==> src/rtl/fifo_req_source.sv <==
// rtl/fifo_req_source.sv - arbiter-facing input queue with registered request and status
//
// Purpose:
//   Buffers producer words ahead of one port of the two-port round-robin
//   arbiter. The arbiter sees a registered non-empty indication (request) and
//   answers with a combinational pop. The popped word appears on data_out one
//   cycle later, lined up with the arbiter's registered valid/port-select.
//
// Ports:
//   clk          single clock, all state on rising edge
//   reset_L      asynchronous active-low reset
//   push         producer write request
//   data_in      word written on an accepted push
//   pop          read request from the arbiter (combinational on its side)
//   data_out     word read by the last accepted pop, held otherwise
//   request      registered ~empty, feeds arbiter request input
//   empty        occupancy == 0
//   full         occupancy == depth
//   almost_full  occupancy >= ALMOST_FULL
//   almost_empty occupancy <= ALMOST_EMPTY
//   count        current occupancy, 0..depth
//   error        sticky overflow/underflow flag, cleared only by reset

module fifo_req_source #(
    parameter int DATA_WIDTH   = 6,
    parameter int ADDR_WIDTH   = 2,
    parameter int ALMOST_FULL  = 3,
    parameter int ALMOST_EMPTY = 1
) (
    input  logic                  clk,
    input  logic                  reset_L,
    input  logic                  push,
    input  logic [DATA_WIDTH-1:0] data_in,
    input  logic                  pop,
    output logic [DATA_WIDTH-1:0] data_out,
    output logic                  request,
    output logic                  empty,
    output logic                  full,
    output logic                  almost_full,
    output logic                  almost_empty,
    output logic [ADDR_WIDTH:0]   count,
    output logic                  error
);

    localparam int DEPTH = 1 << ADDR_WIDTH;
    localparam int CNT_W = ADDR_WIDTH + 1;

    localparam logic [CNT_W-1:0] DEPTH_C = CNT_W'(DEPTH);
    localparam logic [CNT_W-1:0] AF_C    = CNT_W'(ALMOST_FULL);
    localparam logic [CNT_W-1:0] AE_C    = CNT_W'(ALMOST_EMPTY);

    logic [DATA_WIDTH-1:0] mem [DEPTH];
    logic [ADDR_WIDTH-1:0] wr_ptr;
    logic [ADDR_WIDTH-1:0] rd_ptr;

    logic                  pop_acc;
    logic                  push_acc;
    logic [CNT_W-1:0]      count_nxt;
    logic                  err_nxt;

    // Acceptance decisions. A pop only needs something stored; there is no
    // bypass of a same-cycle push into an empty queue. A push into a full
    // queue is still accepted when the same edge frees a slot.
    always_comb begin
        pop_acc  = pop && !empty;
        push_acc = push && (!full || pop_acc);

        count_nxt = count;
        if (push_acc && !pop_acc) begin
            count_nxt = count + CNT_W'(1);
        end else if (pop_acc && !push_acc) begin
            count_nxt = count - CNT_W'(1);
        end

        // Any rejected request is an overflow or underflow.
        err_nxt = (push && !push_acc) || (pop && !pop_acc);
    end

    // Storage carries no reset; contents are meaningless until written.
    always_ff @(posedge clk) begin
        if (push_acc) begin
            mem[wr_ptr] <= data_in;
        end
    end

    // Flags are registered from the next occupancy so each one matches the
    // registered count, and request never depends combinationally on pop.
    always_ff @(posedge clk or negedge reset_L) begin
        if (!reset_L) begin
            wr_ptr       <= '0;
            rd_ptr       <= '0;
            count        <= '0;
            data_out     <= '0;
            error        <= 1'b0;
            request      <= 1'b0;
            empty        <= 1'b1;
            full         <= 1'b0;
            almost_full  <= 1'b0;
            almost_empty <= 1'b1;
        end else begin
            if (push_acc) begin
                wr_ptr <= wr_ptr + ADDR_WIDTH'(1);
            end
            if (pop_acc) begin
                data_out <= mem[rd_ptr];
                rd_ptr   <= rd_ptr + ADDR_WIDTH'(1);
            end
            count        <= count_nxt;
            error        <= error | err_nxt;
            request      <= (count_nxt != '0);
            empty        <= (count_nxt == '0);
            full         <= (count_nxt == DEPTH_C);
            almost_full  <= (count_nxt >= AF_C);
            almost_empty <= (count_nxt <= AE_C);
        end
    end

endmodule

==> config.mk <==
export PLATFORM = sky130hd
export DESIGN_NAME = fifo_req_source
export DESIGN_NICKNAME = d
export VERILOG_FILES = /design/src/rtl/fifo_req_source.sv
export SDC_FILE = /design/constraint.sdc
export NUM_CORES = 1
export LEC_CHECK = 0
export BUFFER_PORTS_ARGS = -buffer_cell sky130_fd_sc_hd__buf_4
export CORE_MARGIN = 1.5
export CORE_UTILIZATION = 35
export CTS_BUF_LIST = sky130_fd_sc_hd__clkbuf_16
export CTS_CLUSTER_SIZE = 14
export DETAILED_ROUTE_END_ITERATION = 8
export GPL_ROUTABILITY_DRIVEN = 0
export SETUP_SLACK_MARGIN = 0.2
export SLEW_MARGIN = 25
export SYNTH_ARGS = -nofsm -noshare
export SYNTH_HDL_FRONTEND = slang
export SYNTH_SLANG_ARGS = --single-unit
==> constraint.sdc <==
create_clock -name clk -period 2.61 [get_ports clk]
set_input_delay 0.522 -clock clk [delete_from_list [all_inputs] [get_ports clk]]
set_output_delay 0.522 -clock clk [all_outputs]
set_load 0.01 [all_outputs]
==> flow_summary.json <==
{
  "cellPowerDensity_mw_per_mm2": 1137,
  "nNetsFinal": 169,
  "die_height_um": 75.20,
  "syn_nets": 143,
  "finalSetupViolCount": 0,
  "hold_violations": 0,
  "design_area_mm2": 0.002242,
  "vias_per_cell": 4.705,
  "seq_area_frac_synth": 0.6571,
  "avgSynthCellArea_um2": 14.36,
  "fmax_mhz": 500.9,
  "grt_pass1_wl_mm": 5.409,
  "synth_area_leaders": "edfxtp_1 40%, dfrtp_1 23%, mux4_2 7.4%",
  "cts_sinks": 43,
  "rsz0062_at_grt": "false",
  "place_inst": 216,
  "crit_buf_inv": 1,
  "synth.largest_area_cell": "edfxtp_1",
  "vdd_drop_max_uv": 409.5,
  "yosys.cell_count.top_type": "edfxtp_1",
  "required_ns": 2.78,
  "holdWs_ns": 0.1037,
  "met3_length_um": 194,
  "cts-resized-gates": 0,
  "critPathKind": "reg -> reg",
  "multi_input_area_um2": 584.3,
  "wire_per_inst_um": 14.38,
  "dp_hpwl_mm": 2.194,
  "core_area_mm2": 0.005075,
  "first_pass_iters": 4,
  "period_share": 0.7649,
  "grt_max_degree": 20,
  "grt_pass1_vias": 1114,
  "cts_buffers": 5,
  "ys_types": 37,
  "slowest_delay_ns": 0.53,
  "cts_tree": "yes",
  "switching_share": 0.3051,
  "wl_met1_mm": 1.367,
  "slew_viol_final": 0,
  "post-cts-setup-buffers": 0,
  "placed_cell_area_mm2": 0.002073,
  "seqCellArea_mm2": 0.001199,
  "grt_overflow": 0,
  "htreeDepth": 2,
  "tightestPinTransition_ns": 0.4676,
  "synth_edf_count": 24,
  "outcome": "completed",
  "dr.max_layer_used": "met4",
  "power_mw": 2.550,
  "clockPowerShare": 0.275,
  "cp_top_family": "simple AND/OR/NAND/NOR gates",
  "p_sw_uw": 777.8,
  "setup-tns-final_ns": 0,
  "ys_ff_latch": 43,
  "max-slew-margin-rel": 0.6883,
  "combPwrFrac": 0.290,
  "die_area_mm2": 0.005654,
  "syn_inst": 127,
  "fillerInstances": 484,
  "drive_gt1_frac": 0.2857,
  "synthFlopType": "edfxtp_1",
  "async_flop_share": 0.4419,
  "crit_chain": "inv_1 -> ha_1 -> or4_1 -> o211a_1 -> or2_1",
  "drc": 0,
  "clk_pin_slew_ns": 0.06,
  "internal_power_mw": 1.772,
  "finClkSkew_ns": 0.006471,
  "die_x_um": 75.20,
  "pwr-share-seq": 0.435,
  "antenna_found_initial": 0,
  "wl_met2_mm": 1.598,
  "max_cap_violations": 0,
  "area_growth_pct": 22.91,
  "synth_top_area_frac": 0.3951,
  "totalWireLength_mm": 3.221,
  "cts_root_buffer": "clkbuf_16",
  "ant_nets": 0,
  "vias": 1054,
  "fin_cells": 224,
  "portBuffers": 24,
  "reg2reg_depth": 5,
  "worstSkewPairLatency_ns": 0.28,
  "grtUsageTotal": 0.1365,
  "yosysWarningCount": 0,
  "antenna_cells": 0,
  "critPathMaxFanout": 9,
  "ios": 25,
  "p_leak_nw": 0.9078,
  "path_depth": 5,
  "finalCriticalPeriod_ns": 1.996,
  "hp-class": "in -> async",
  "cts_hold_buf": 0,
  "startpoint_type": "flip-flop",
  "drtIter0Drc": 32,
  "synth_common_cells": "24 x edfxtp_1, 22 x nand2_1, 17 x dfrtp_1",
  "start_util": 0.3595,
  "synthesis.area_mm2": 0.001824,
  "row_count": 26,
  "endpoint_kind": "flip-flop",
  "cts_buffer_depth": 2,
  "cpMaxStageDelayCell": "or4_1",
  "cp.arrival_ns": 2.17
}
==> metal layers <==
layer | track usage | vias to the layer above
met1 | 0.1684 | 508
met4 | 0.05952 | 0
met3 | 0.04418 | 6
li1 | - | 506
met5 | 0 | -
met2 | 0.2212 | 34
==> flip-flops by register name, summed over array words and instances (netlist names) <==
name,cells
error,1
almost_empty,1
empty,1
full,1
count,3
mem,24
wr_ptr,2
rd_ptr,2
data_out,6
request,1
almost_full,1
==> layout by cell type, fill, tap and decap left out, drive strengths merged, types with 3 or more instances in the layout <==
cell type,n
inv,4
edfxtp,24
nand2,22
and2,4
buf,25
dfrtp,17
xnor2,4
a21oi,3
ha,6
clkbuf,5
mux4,6
nor2,5
==> area by class of cell <==
type                            count  share of cell area
Clock buffer                        5             0.05580
Clock inverter                      3             0.01953
Inverter                            4            0.006696
Multi-Input combinational cell     74              0.2606
Sequential cell                    43              0.5346
Tap cell                           70             0.03906
Timing Repair Buffer               25             0.08371
==> worst paths after layout <==
| check | to | startpoint | slack (ns) |
|---|---|---|---|
| setup / recovery | request | count[0] | 0.61 |
| hold / removal | count[2] | reset_L | 0.10 |
| setup reg to reg | request | count[0] | 0.61 |
| hold reg to reg | error | error | 0.49 |
| max in group asynchronous | empty | reset_L | 2.24 |
| min in group clk | mem[0][4] | data_in[4] | 0.43 |
==> cell families after synthesis <==
kind of cell,share of synthesized area
compound gates,0.05076
fa+ha+maj,0.04115
simple gates,0.1262
mux,0.07407
xor+xnor,0.02812
buf+inv,0.02263
flops,0.6571
==> power groups by stage <==
stage / clock network [mW] / registers (mW) / logic [mW]
after floorplan: 0 / 1.08 / 0.509
after global routing: 0.739 / 1.15 / 0.840
after global placement: 0 / 1.12 / 0.734
final: 0.700 / 1.11 / 0.740
after detailed placement: 0 / 1.13 / 0.755
after CTS: 0.715 / 1.12 / 0.756
==> stage by stage <==
| step | worst slack [ns] | util |
|---|---|---|
| floorplan | 0.6637 | - |
| global placement | 0.6902 | 0.4085 |
| detailed placement | 0.6224 | 0.4085 |
| CTS | 0.6151 | 0.4418 |
| global route | 0.4892 | 0.4418 |
| finish | 0.6136 | 0.4418 |
Power figures use the tool's default switching activity.
